## config.mk

```make
export PLATFORM = sky130hd
export DESIGN_NAME = carregador_programa
export DESIGN_NICKNAME = d
export VERILOG_FILES = /design/src/rtl/carregador_programa_pkg.sv /design/src/rtl/soma_endereco_proc.sv /design/src/rtl/carregador_programa.sv
export SDC_FILE = /design/constraint.sdc
export NUM_CORES = 1
export LEC_CHECK = 0
export CAP_MARGIN = 20
export CELL_PAD_IN_SITES_DETAIL_PLACEMENT = 1
export CELL_PAD_IN_SITES_GLOBAL_PLACEMENT = 1
export CORE_UTILIZATION = 36
export CTS_CLUSTER_DIAMETER = 30
export CTS_CLUSTER_SIZE = 10
export DETAILED_ROUTE_END_ITERATION = 10
export PLACE_DENSITY_LB_ADDON = 0.1
export SETUP_SLACK_MARGIN = 0.1
export SLEW_MARGIN = 20
export SYNTH_ARGS = -nofsm -noshare
export SYNTH_HDL_FRONTEND = slang
export SYNTH_HIERARCHICAL = 1
export SYNTH_SLANG_ARGS = --single-unit
```

## constraint.sdc

```tcl
create_clock -name clk -period 2.65 [get_ports clk]
set_clock_uncertainty 0.05 [all_clocks]
set_input_delay 0.3975 -clock clk [delete_from_list [all_inputs] [get_ports clk]]
set_output_delay 0.3975 -clock clk [all_outputs]
set_load 0.01 [all_outputs]
```

## src/rtl/carregador_programa_pkg.sv

```systemverilog
// carregador_programa_pkg
//   Shared memory map and FSM state encoding for the program loader.
//   BASE_MI/TAM_PARTICAO are the same constants the fetch path uses for
//   its partition mapping; BASE_MD is the data-memory offset.
package carregador_programa_pkg;

    localparam int unsigned BASE_MI      = 20;
    localparam int unsigned TAM_PARTICAO = 50;
    localparam int unsigned BASE_MD      = 150;

    typedef enum logic [1:0] {
        OCIOSO   = 2'd0,
        ENDERECA = 2'd1,
        ESCREVE  = 2'd2,
        FIM      = 2'd3
    } estado_t;

endpackage

```

## src/rtl/soma_endereco_proc.sv

```systemverilog
// soma_endereco_proc
//   Process partition address: M + id * tam_particao + offset, in 9 bits.
//   Shared with the fetch path so both use a bit-identical mapping.
// Ports:
//   i_id       - process id (0..3)
//   i_offset   - word offset inside the partition
//   o_endereco - resulting instruction-memory address
module soma_endereco_proc #(
    parameter int unsigned M            = 20,
    parameter int unsigned tam_particao = 50
) (
    input  logic [1:0] i_id,
    input  logic [5:0] i_offset,
    output logic [8:0] o_endereco
);

    assign o_endereco = 9'(M) + 9'(i_id) * 9'(tam_particao) + 9'(i_offset);

endmodule

```

## src/rtl/carregador_programa.sv

```systemverilog
// carregador_programa
//   Copies a process image from one HD track into that process's partition
//   of the instruction memory, one word every two clk cycles.
// Ports:
//   clk, reset          - clock; asynchronous active-high reset
//   start               - level request, sampled only while idle
//   id_proc, trilha     - target process (1..3) and source HD track
//   num_palavras        - words to copy (clamped to the partition size)
//   hd_trilha, hd_setor - HD address; hd_dado - HD read data (combinational)
//   mi_ender, mi_dado   - instruction-memory write address/data
//   InstrWrite          - instruction-memory write strobe
//   busy, done, erro    - status; erro is only meaningful while done = 1
module carregador_programa #(
    parameter int unsigned BASE_MI      = carregador_programa_pkg::BASE_MI,
    parameter int unsigned TAM_PARTICAO = carregador_programa_pkg::TAM_PARTICAO,
    parameter int unsigned MAX_SETOR    = 64
) (
    input  logic        clk,
    input  logic        reset,
    input  logic        start,
    input  logic [1:0]  id_proc,
    input  logic [3:0]  trilha,
    input  logic [5:0]  num_palavras,
    output logic [3:0]  hd_trilha,
    output logic [5:0]  hd_setor,
    input  logic [31:0] hd_dado,
    output logic [8:0]  mi_ender,
    output logic [31:0] mi_dado,
    output logic        InstrWrite,
    output logic        busy,
    output logic        done,
    output logic        erro
);

    import carregador_programa_pkg::*;

    // A load can never run past the partition nor past the end of the track.
    localparam int unsigned N_MAX = (TAM_PARTICAO < MAX_SETOR) ? TAM_PARTICAO : MAX_SETOR;

    estado_t     r_estado, w_estado_prox;
    logic [1:0]  r_id;
    logic [3:0]  r_trilha;
    logic [5:0]  r_n;
    logic [5:0]  r_idx;
    logic [3:0]  r_hd_trilha;
    logic [8:0]  r_mi_ender;
    logic [31:0] r_mi_dado;
    logic        r_instr_write;
    logic        r_busy;
    logic        r_done;
    logic        r_erro;

    logic        w_aceita;
    logic        w_erro_prox;
    logic        w_busy_prox;
    logic [5:0]  w_idx_prox;
    logic [5:0]  w_n_req;
    logic [3:0]  w_trilha_prox;
    logic [8:0]  w_ender;

    soma_endereco_proc #(
        .M            (BASE_MI),
        .tam_particao (TAM_PARTICAO)
    ) u_soma (
        .i_id       (r_id),
        .i_offset   (r_idx),
        .o_endereco (w_ender)
    );

    assign w_n_req = (num_palavras > 6'(N_MAX)) ? 6'(N_MAX) : num_palavras;

    always_ff @(posedge clk or posedge reset) begin
        if (reset) r_estado <= OCIOSO;
        else       r_estado <= w_estado_prox;
    end

    always_comb begin
        w_estado_prox = r_estado;
        w_aceita      = 1'b0;
        w_erro_prox   = 1'b0;
        w_idx_prox    = r_idx;
        case (r_estado)
            OCIOSO: begin
                if (start) begin
                    w_aceita   = 1'b1;
                    w_idx_prox = '0;
                    if (id_proc == 2'd0) begin
                        w_estado_prox = FIM;
                        w_erro_prox   = 1'b1;
                    end else if (w_n_req == 6'd0) begin
                        w_estado_prox = FIM;
                    end else begin
                        w_estado_prox = ENDERECA;
                    end
                end
            end
            ENDERECA: w_estado_prox = ESCREVE;
            ESCREVE: begin
                if (r_idx == r_n - 6'd1) begin
                    w_estado_prox = FIM;
                end else begin
                    w_idx_prox    = r_idx + 6'd1;
                    w_estado_prox = ENDERECA;
                end
            end
            FIM: w_estado_prox = OCIOSO;
        endcase
    end

    // Outputs are registered from the next state so they line up with it.
    assign w_busy_prox   = (w_estado_prox == ENDERECA) || (w_estado_prox == ESCREVE);
    assign w_trilha_prox = w_aceita ? trilha : r_trilha;

    always_ff @(posedge clk or posedge reset) begin
        if (reset) begin
            r_id          <= '0;
            r_trilha      <= '0;
            r_n           <= '0;
            r_idx         <= '0;
            r_hd_trilha   <= '0;
            r_mi_ender    <= '0;
            r_mi_dado     <= '0;
            r_instr_write <= 1'b0;
            r_busy        <= 1'b0;
            r_done        <= 1'b0;
            r_erro        <= 1'b0;
        end else begin
            if (w_aceita) begin
                r_id     <= id_proc;
                r_trilha <= trilha;
                r_n      <= w_n_req;
            end
            r_idx         <= w_idx_prox;
            r_busy        <= w_busy_prox;
            r_done        <= (w_estado_prox == FIM);
            r_erro        <= w_erro_prox;
            r_instr_write <= (w_estado_prox == ESCREVE);
            r_hd_trilha   <= w_busy_prox ? w_trilha_prox : '0;
            // HD data for the current sector is settled by the end of
            // ENDERECA; capture it with the address for the ESCREVE cycle.
            if (r_estado == ENDERECA) begin
                r_mi_ender <= w_ender;
                r_mi_dado  <= hd_dado;
            end
        end
    end

    assign hd_setor   = r_idx;
    assign hd_trilha  = r_hd_trilha;
    assign mi_ender   = r_mi_ender;
    assign mi_dado    = r_mi_dado;
    assign InstrWrite = r_instr_write;
    assign busy       = r_busy;
    assign done       = r_done;
    assign erro       = r_erro;

endmodule
```

After elaboration in Yosys (flattened, before gate mapping)
Index checks and enable logic that the tools add are counted.
Widths: inputs -> output; s select.
{"block": "word_totals", "elab_cells": 49, "ff_bits": 69, "out_inout_bits": 55}
{"block": "op_classes", "n_addsub": 4, "muxes": 16, "n_lt_le_gt_ge": 1, "reduce_logical": 6, "n_mul": 1, "eq_ne": 9}
{"cell": "$mux 6", "count": 3}
{"cell": "$pmux 6 s2", "count": 1}
{"cell": "$add 5x8->9 const A", "count": 1}
{"cell": "$add 9x6->9", "count": 1}
{"cell": "$eq 2x2->1 const B", "count": 4}
{"cell": "$mux 2", "count": 4}
{"cell": "$mux 4", "count": 2}
{"cell": "$pmux 2 s4", "count": 1}
{"cell": "$mul 2x5->7 const B", "count": 1}
{"cell": "$add 6x1->6 const B", "count": 1}
{"cell": "$eq 6x6->1", "count": 1}
{"cell": "$gt 6x6->1 const B", "count": 1}
{"cell": "$logic_not 6->1", "count": 1}
{"cell": "$sub 6x1->6 const B", "count": 1}
{"cell": "$mux 1", "count": 5}
{"cell": "$eq 2x1->1 const B", "count": 2}
{"cell": "$logic_not 2->1", "count": 2}
{"cell": "$ne 2x2->1 const B", "count": 2}
{"cell": "$reduce_and 3->1", "count": 1}
{"cell": "$reduce_bool 2->1", "count": 1}
{"cell": "$logic_or 1x1->1", "count": 1}

Logic depth before layout (Yosys ltp)
Gate-level depths: netlist of run 1.
{"block": "depth", "word_depth": 10, "mapped_depth": 9, "depth_no_buf": 9}

Hierarchy
Netlist of run 1, hierarchy kept.
{"module": "carregador_programa", "area_per_inst_um2": 2879.0, "instances": 1, "cells_each": 228}
{"module": "soma_endereco_proc", "area_per_inst_um2": 284.0, "instances": 1, "cells_each": 33}

Least setup slack after synthesis of run 1
No wires, ideal clock.
{"block": "synth_timing", "kind": "register to register", "start": "reg r_n[0]", "end": "reg r_hd_trilha[1], in the netlist hd_trilha[1]", "t_required_ns": 2.481, "path_slack_ns": 0.376, "stages_incl_launch_ff": 8, "setup_time_ns": 0.119, "arrival_time_ns": 2.105, "cell_sequence": "dfrtp_1 > or4_4 > o21a_1 > o211a_4 > nand2_1 > o211ai_1 > ha_1 > and2_1"}
{"block": "synth_via", "elab_chain_cells": 7, "elab_cells_between_ends": 8}
{"item": "start, declared", "line": "carregador_programa.sv:43", "source": "logic [5:0] r_n;"}
{"item": "start signal, assigned", "line": "carregador_programa.sv:131", "source": "r_n <= w_n_req;"}
{"item": "$sub 6x1->6 *", "line": "carregador_programa.sv:99", "source": "if (r_idx == r_n - 6'd1) begin"}
{"item": "$eq 6x6->1 *", "line": "carregador_programa.sv:99"}
{"item": "$mux 2 *", "line": "carregador_programa.sv:99"}
{"item": "$pmux 2 s4 *", "line": "carregador_programa.sv:82", "source": "case (r_estado)"}
{"item": "net w_estado_prox[1]", "line": "carregador_programa.sv:40", "source": "estado_t r_estado, w_estado_prox;"}
{"item": "$eq 2x1->1 or $eq 2x2->1 (tied branches)", "line": "carregador_programa.sv:111", "source": "assign w_busy_prox = (w_estado_prox == ENDERECA) || (w_estado_prox == ESCREVE);"}
{"item": "$logic_or 1x1->1 *", "line": "carregador_programa.sv:111"}
{"item": "net w_busy_prox", "line": "carregador_programa.sv:55", "source": "logic w_busy_prox;"}
{"item": "$mux 4 *", "line": "carregador_programa.sv:138", "source": "r_hd_trilha <= w_busy_prox ? w_trilha_prox : '0;"}
{"item": "end signal, assigned", "line": "carregador_programa.sv:138"}
{"item": "end, declared", "line": "carregador_programa.sv:45", "source": "logic [3:0] r_hd_trilha;"}
Mark *: on every way through the listed nets, which the timed path passes. The rest lies on a longest branch.
A chain may end at the register's enable or synchronous reset.

Worst setup path after layout of run 1
{"block": "layout_timing", "start": "reg r_n[0]", "end": "reg r_hd_trilha[0], in the netlist hd_trilha[0]"}
Same word-level chain as after synthesis.

==> results.yml, run 1 <==
run_status:
  outcome: "finished clean"
worst_setup_path:
  worstPathArrival_ns: 2.62
  reg2reg_to: "hd_trilha[0]"
  critPathLaunchType: "flip-flop"
  reg2reg_depth: 7
  worstSetupStartpoint: "r_n[0]"
  crit_path_end: "hd_trilha[0]"
  crit_path_cell_trace: "or4_4, o21a_1, o211a_4, nand2_1, o211ai_1, ha_1, and2_1"
  end_kind: "flip-flop"
  regToRegSetupSlack_ns: 0.20
  cpPeakStageDelay_ns: 0.55
  slowest_stage: "or4_4"
  critPathRequiredTime_ns: 2.82
  crit_type: "reg2reg"
  rr_startpoint: "r_n[0]"
  path_max_fanout: 5
placed_design:
  placedInstanceArea_um2: 4332
  gp_congestion: 0.7852
  dpl.hpwl_mm: 5.706
  port_buffers: 101
routing:
  drtIter0Drc: 48
  ant_nets: 0
  dr.pass1.iters: 4
  drc: 0
  via_per_inst: 4.869
  via_count: 2342
  wl_per_cell_um: 15.77
  wl_mm: 7.584
logic_synthesis:
  ys_seq_elements: 69
  ys_seq_area_frac: 0.5459
  synth_fp_nets: 323
  async_flop_share: 1.000
  synth_warnings: 6
  synth.avg_cell_area_um2: 12.12
  synth-edff-count: 0
  synthCells: 261
  ys.flop_type: "dfrtp_1"
  synth.distinct_cells: 40
  syn_area_um2: 3163
die:
  die_h_um: 95.74
  io_pins: 102
  num_rows: 33
  start_util: 0.3792
  die_area_um2: 9165
  core_area_um2: 8341
  fp.dieW_um: 95.74
cts:
  clock_latency_ns: 0.33
  cts_sinks: 69
  cts_setup_buffers: 0
  clock_path_buffers: 2
  cts_buffers: 9
  cts_tree: "built"
  clkTransAtPathRegs_ns: 0.08
  htreeDepth: 3
  cts-root-buf: "clkbuf_8"
sta:
  max_freq_mhz: 407.7
  rsz0062_at_grt: "no"
  post-route-min-period_ns: 2.453
  finalSetupViolCount: 0
  drv_slew: 0
  slew-limit-headroom: 0.5804
  setup_tns_ns: 0
  finalCritPeriodShare: 0.9257
  hold_violations: 0
  whs_ns: 0.4209
  tightestPinTransition_ns: 0.6285
power_and_ir_drop:
  swShare: 0.3414
  clkPwrFrac: 0.180
  peakVddDrop_mv: 0.3987
  leakage_nw: 2.016
  pwr-share-comb: 0.482
  pwr-share-seq: 0.338
  switching_power_mw: 1.841
  finalPower_mw: 5.393
  p_int_mw: 3.551
  p_per_area_nw_per_um2: 1180
flow_run:
  drv_cap: 0
final_layout:
  drive_above_1_share: 0.1941
  fillCellCount: 878
  final_cell_area_um2: 4568
  nNetsFinal: 433
  fin_util: 0.5477
  antenna-diode-count: 0
  syn_to_final_growth_pct: 44.42
  multi_input_area_um2: 1354
  ff_latch_area_um2: 1727
hold_path:
  hold_class: "in2async"
grt:
  grt.overflow.total: 0
  grt_max_degree: 42
  grt.total_usage: 0.1762
  grt_pass1_wl_mm: 12.18
  antenna_found_initial: 0
  grt_pass1_vias: 2439
## power by group through the flow
stage / clock [mW] / sequential [mW] / combinational [mW]
after floorplan: 0 / 1.97 / 1.29
after global placement: 0 / 1.82 / 2.56
after detailed placement: 0 / 1.85 / 2.62
after CTS: 1.00 / 1.83 / 2.64
after global routing: 1.04 / 1.89 / 2.86
final: 0.973 / 1.82 / 2.60
## repair_timing
action | 4_1_cts | 5_1_grt
endpoints found under the setup margin | 0 | 4
hold endpoints to repair | 0 | 0
hold buffers | 0 | 0
resized for setup | 0 | 1
## cell type report
type	instances	area share
Clock inverter	6	0.02054
Sequential cell	69	0.3780
Multi-Input combinational cell	169	0.2964
Clock buffer	10	0.03013
Timing Repair Buffer	107	0.2339
Inverter	15	0.01233
Tap cell	105	0.02876
## stage by stage
step                      cells  setup slack [ns]
after floorplan             261            0.3763
after global placement      465            0.2866
after detailed placement    465            0.2075
after CTS                   481            0.1887
after global routing        481            0.1084
final                       481            0.1970
## cell families after synthesis
family,Yosys count,synth area share
xor+xnor,10,0.02769
mux,41,0.1460
fa+ha+maj,15,0.06171
flops,69,0.5459
simple gates,74,0.1123
buf+inv,23,0.02848
compound gates,29,0.07793
## cell usage after synthesis, types with 2 or more instances
cell type / n / area share
dfrtp_1: 69 / 0.55
mux2_2: 41 / 0.15
nand2_1: 32 / 0.038
inv_1: 15 / 0.018
ha_1: 14 / 0.055
nor2_1: 8 / 0.0095
nor3_1: 8 / 0.013
clkbuf_1: 7 / 0.0083
xnor2_1: 7 / 0.019
nand3_1: 6 / 0.0095
and2_1: 5 / 0.0099
nor2b_1: 5 / 0.0099
o211ai_1: 5 / 0.012
o21ai_0: 5 / 0.0079
a21oi_1: 3 / 0.0047
xor2_1: 3 / 0.0083
a21o_1: 2 / 0.0047
a31oi_1: 2 / 0.0040
and3_1: 2 / 0.0040
or3_1: 2 / 0.0040
## critical path: cells and delay by family (launching register included)
family                   cells  cell delay (ns)
AND/OR/NAND/NOR              3             0.83
AO/OA/AOI/OAI                3             0.65
flip-flops                   1             0.42
adder cells (fa/ha/maj)      1             0.39
## cell usage in the layout, fill, tap and decap left out, types with 6 or more instances in the layout
cell             count
mux2_2              41
dfrtp_1             69
nand2_1             32
ha_1                14
clkdlybuf4s50_1    101
inv_1               14
nor2_1               8
clkbuf_8            10
xnor2_1              7
nand3_1              6
nor3_1               7
## flip-flops by register name, summed over array words and instances (netlist names)
name / cells
mi_dado: 32
mi_ender: 9
hd_setor: 6
r_n: 6
hd_trilha: 4
r_trilha: 4
r_estado: 2
r_id: 2
InstrWrite: 1
busy: 1
done: 1
erro: 1
## per-layer routing
| layer | wire (µm) | global-route usage | share of wire |
|---|---|---|---|
| met4 | 119 | 0.06965 | 0.016 |
| met2 | 3862 | 0.3018 | 0.51 |
| met3 | 301 | 0.02686 | 0.040 |
| met1 | 3300 | 0.2235 | 0.44 |
| met5 | 0 | 0 | 0 |
## worst min-delay path by stage
stage | start | endpoint | slack (ns) | cells past startpoint
after CTS | r_trilha[1] | r_trilha[1] | 0.43 | 2
after global routing | r_trilha[1] | r_trilha[1] | 0.46 | 2
final | reset | mi_dado[31] | 0.42 | 2
after global placement | r_trilha[0] | r_trilha[0] | 0.40 | 2
after floorplan | r_trilha[0] | r_trilha[0] | 0.38 | 2
after detailed placement | r_trilha[1] | r_trilha[1] | 0.41 | 2
Note: power is estimated with default switching activity, not from simulation.
==> run 2: changes to the inputs <==
Settings changed: CORE_UTILIZATION 36 to 48, DONT_BUFFER_PORTS from default to 1, GPL_ROUTABILITY_DRIVEN from default to 0.
==> results.yml, run 2 (same netlist as run 1, synthesis figures left out) <==
grt:
  grt_pass1_wl_mm: 10.69
  antenna_found_initial: 0
  grt.overflow.total: 0
  grt.total_usage: 0.1994
  grt_max_degree: 42
  grt_pass1_vias: 2085
placed_design:
  dp_cells: 336
  port_buffers: 0
  placedInstanceArea_um2: 3286
  dpl_worst_slack_ns: 0.1143
  dpl.hpwl_mm: 4.564
routing:
  wl_per_cell_um: 18.04
  dr.pass1.iters: 4
  via_count: 1965
  wl_mm: 6.333
  drc: 0
  ant_nets: 0
  via_per_inst: 5.598
  drtIter0Drc: 39
worst_setup_path:
  reg2reg_depth: 7
  worstPathArrival_ns: 2.61
  regToRegSetupSlack_ns: 0.21
  path_max_fanout: 5
  end_kind: "flip-flop"
  reg2reg_to: "hd_trilha[3]"
  critPathLaunchType: "flip-flop"
  path_delay_family: "simple AND/OR/NAND/NOR gates"
  path_depth: 7
  critPathRequiredTime_ns: 2.82
  path_buf_inv: 0
  cpPeakStageDelay_ns: 0.56
  rr_startpoint: "r_n[0]"
  crit_type: "reg2reg"
  slowest_stage: "or4_4"
  crit_path_cell_trace: "or4_4, o21a_1, o211a_4, nand2_1, o211ai_1, ha_1, and2_1"
hold_path:
  hold_class: "in2async"
sta:
  tightestPinTransition_ns: 0.7997
  post-route-min-period_ns: 2.440
  fin_ws_ns: 0.2095
  finalSetupViolCount: 0
  hold_violations: 0
  max_freq_mhz: 409.8
  rsz0062_at_grt: "no"
  slew-limit-headroom: 0.4661
  finalCritPeriodShare: 0.9209
  setup_tns_ns: 0
  drv_slew: 0
flow_run:
  drv_cap: 0
final_layout:
  fin_cells: 351
  final_cell_area_um2: 3537
  fillCellCount: 656
  drive_above_1_share: 0.2737
  final_common_cell: "dfrtp_1"
  antenna-diode-count: 0
  mostFrequentLayoutCells: "dfrtp_1 (68), mux2_2 (41), nand2_1 (32), inv_1 (14), ha_1 (14)"
  syn_to_final_growth_pct: 11.83
  nNetsFinal: 332
  largest_register_ffs: 32
cts:
  cts_tree: "built"
  clock_latency_ns: 0.33
  cts_buffers: 9
  postCtsHoldBufs: 0
  clkTransAtPathRegs_ns: 0.07
  cts_sinks: 69
  htreeDepth: 3
  cts_setup_buffers: 0
  clock_path_buffers: 2
  cts-root-buf: "clkbuf_8"
die:
  die_area_um2: 6918
  fp.dieW_um: 83.18
  num_rows: 29
  core_area_um2: 6350
  io_pins: 102
  die_h_um: 83.18
  start_util: 0.4981
power_and_ir_drop:
  peakVddDrop_mv: 0.6335
  leakage_nw: 1.634
  finalPower_mw: 4.627
  p_per_area_nw_per_um2: 1308
run_status:
  outcome: "finished clean"
## run 2: how the worst max path moves through the flow
| stage | start | endpoint | slack [ns] |
|---|---|---|---|
| final | r_n[0] | hd_trilha[3] | 0.21 |
| after global placement | r_n[0] | hd_trilha[0] | 0.22 |
| after floorplan | r_n[0] | hd_trilha[1] | 0.38 |
| after detailed placement | r_n[0] | hd_trilha[2] | 0.11 |
| after global routing | r_n[2] | hd_trilha[3] | 0.11 |
| after CTS | r_n[2] | hd_trilha[2] | 0.14 |
## run 2: per-stage QoR
stage               hold slack (ns)  utilization
detailed placement           0.4111       0.5174
global placement             0.4050       0.5174
floorplan                    0.3840            -
global route                0.06477       0.5570
finish                      0.04268       0.5570
CTS                         0.06233       0.5553
## run 2: power by group
group	total (mW)	leakage (nW)	switching, mW	internal, mW
Clock	1.01	0.116	0.391	0.621
Sequential	2.05	0.844	0.514	1.53
Combinational	1.57	0.674	0.779	0.788
## run 2: repair_timing
action                     in CTS  in global routing
hold endpoints to repair        0                  0
pin swaps                       0                  1
setup endpoints to repair       4                  4
resized for setup               1                  3
## run 2: cell type report
| type | instances | area, µm² | share of cell area |
|---|---|---|---|
| tap | 77 | 96.34 | 0.02724 |
| sequential | 69 | 1728 | 0.4885 |
| timing repair buffer | 6 | 57.56 | 0.01627 |
| inverter | 15 | 56.30 | 0.01592 |
| multi-input combinational | 169 | 1364 | 0.3856 |
| clock buffer | 9 | 123.9 | 0.03502 |
| clock inverter | 6 | 111.4 | 0.03148 |
## run 2: per-layer routing
metal | up-vias | part of all wire | routed length, µm | global-route usage
met2 | 71 | 0.49 | 3118 | 0.3219
met4 | 0 | 0.017 | 108 | 0.08150
met5 | - | 0 | 0 | 0
met1 | 962 | 0.43 | 2695 | 0.2507
met3 | 11 | 0.065 | 411 | 0.05964
li1 | 921 | - | - | -
==> run 3: changes to the inputs <==
Settings changed: CORE_ASPECT_RATIO from default to 0.6.
==> results.yml, run 3 (same netlist as run 1, synthesis figures left out) <==
run_status:
  outcome: "finished clean"
power_and_ir_drop:
  swShare: 0.3899
  p_int_mw: 2.832
  clkPwrFrac: 0.190
  pwr-share-comb: 0.364
  p_per_area_nw_per_um2: 1312
  switching_power_mw: 1.810
  pwr-share-seq: 0.446
  leakage_nw: 1.630
  peakVddDrop_mv: 0.5818
  finalPower_mw: 4.642
worst_setup_path:
  rr_startpoint: "r_n[0]"
  critPathLaunchType: "flip-flop"
  worstSetupStartpoint: "r_n[0]"
  path_max_fanout: 5
  end_kind: "flip-flop"
  critPathRequiredTime_ns: 2.85
  worstPathArrival_ns: 2.63
  crit_type: "reg2reg"
cts:
  cts-root-buf: "clkbuf_8"
  clkTransAtPathRegs_ns: 0.08
  clock_latency_ns: 0.36
  clock_path_buffers: 2
  cts_buffers: 9
  cts_sinks: 69
  htreeDepth: 3
  cts_tree: "built"
die:
  die_area_um2: 6929
  start_util: 0.5062
  io_pins: 102
  fp.dieW_um: 106.8
  die_h_um: 64.88
  num_rows: 22
  core_area_um2: 6248
routing:
  via_per_inst: 5.526
  dr.pass1.iters: 4
  drtIter0Drc: 68
  ant_nets: 0
  drc: 0
  wl_per_cell_um: 19.60
  wl_mm: 7.074
  via_count: 1995
grt:
  grt.met2_usage: 0.3137
  grt.total_usage: 0.2276
  antenna_found_initial: 0
  grt_use_met3: 0.1076
  grt_pass1_wl_mm: 11.49
  grt.overflow.total: 0
  globalRouteMet1Util: 0.3097
  grt_max_degree: 42
  grt_pass1_vias: 2207
  busiest_layer: "met2"
sta:
  tightestPinTransition_ns: 0.7291
  setup_tns_ns: 0
  finalSetupViolCount: 0
  post-route-min-period_ns: 2.435
  max_freq_mhz: 410.6
  rsz0062_at_grt: "no"
  hold_violations: 0
  finalCritPeriodShare: 0.9189
  slew-limit-headroom: 0.5132
  drv_slew: 0
final_layout:
  final_common_cell: "dfrtp_1"
  ff_latch_area_um2: 1727
  nNetsFinal: 334
  mostFrequentLayoutCells: "dfrtp_1 (69), mux2_2 (41), nand2_1 (31), inv_1 (14), ha_1 (14)"
  syn_to_final_growth_pct: 11.91
  fillCellCount: 635
  multi_input_area_um2: 1375
  antenna-diode-count: 0
  drive_above_1_share: 0.2816
  largest_register_ffs: 32
hold_path:
  hp-start: "id_proc[1]"
  hold_class: "in2reg"
placed_design:
  port_buffers: 0
  dpl.hpwl_mm: 5.053
flow_run:
  drv_cap: 0
-- run 3: timing repair --
item,4_1_cts,5_1_grt
pin swaps,0,3
hold buffers,1,0
endpoints found under the hold margin,33,0
resized for setup,1,5
endpoints found under the setup margin,1,6
setup buffers,0,1
-- run 3: routing by layer --
metal  vias up  share of wire
li1        920              -
met1      1001           0.48
met2        61           0.42
met3        13          0.081
met4         0          0.015
met5         -              0
-- run 3: worst paths after layout --
check,end,slack (ns),cells after the start
max in group asynchronous,mi_ender[4],1.33,3
worst min register to register,r_trilha[1],0.42,2
worst max-delay path,hd_trilha[1],0.21,7
worst max register to register,hd_trilha[1],0.21,7
min in group asynchronous,done,0.57,2
worst min-delay path,erro,0.05,1
-- run 3: cell type report --
cell class | count | area share
Multi-Input combinational cell | 169 | 0.3885
Timing Repair Buffer | 8 | 0.02121
Clock buffer | 11 | 0.03994
Tap cell | 84 | 0.02969
Sequential cell | 69 | 0.4878
Inverter | 15 | 0.01591
Clock inverter | 5 | 0.01697
-- run 3: power groups by stage --
stage	registers (mW)	logic, mW	clock network (mW)
after floorplan	1.97	1.29	0
after global placement	2.08	1.55	0
after detailed placement	2.09	1.64	0
after CTS	2.08	1.66	0.905
after global routing	2.14	1.90	0.949
final	2.07	1.69	0.884
-- run 3: per-stage QoR --
stage	cells	hold WS [ns]	worst slack, ns	utilization	cell area, µm²
after floorplan	261	0.3840	0.3763	-	3163
after global placement	343	0.3817	0.2716	0.5272	3294
after detailed placement	343	0.3864	0.1056	0.5272	3294
after CTS	360	0.02418	0.1327	0.5619	3511
after global routing	361	0.02792	0.1150	0.5665	3540
final	361	0.04669	0.2148	0.5665	3540
-- run 3: worst max-delay path, cell delays in order, from the launching register on --
cell and delay (ns):
dfrtp_1 0.42, or4_4 0.56, o21a_1 0.22, o211a_4 0.28, nand2_2 0.10, o211ai_1 0.14
ha_1 0.37, and2_1 0.18
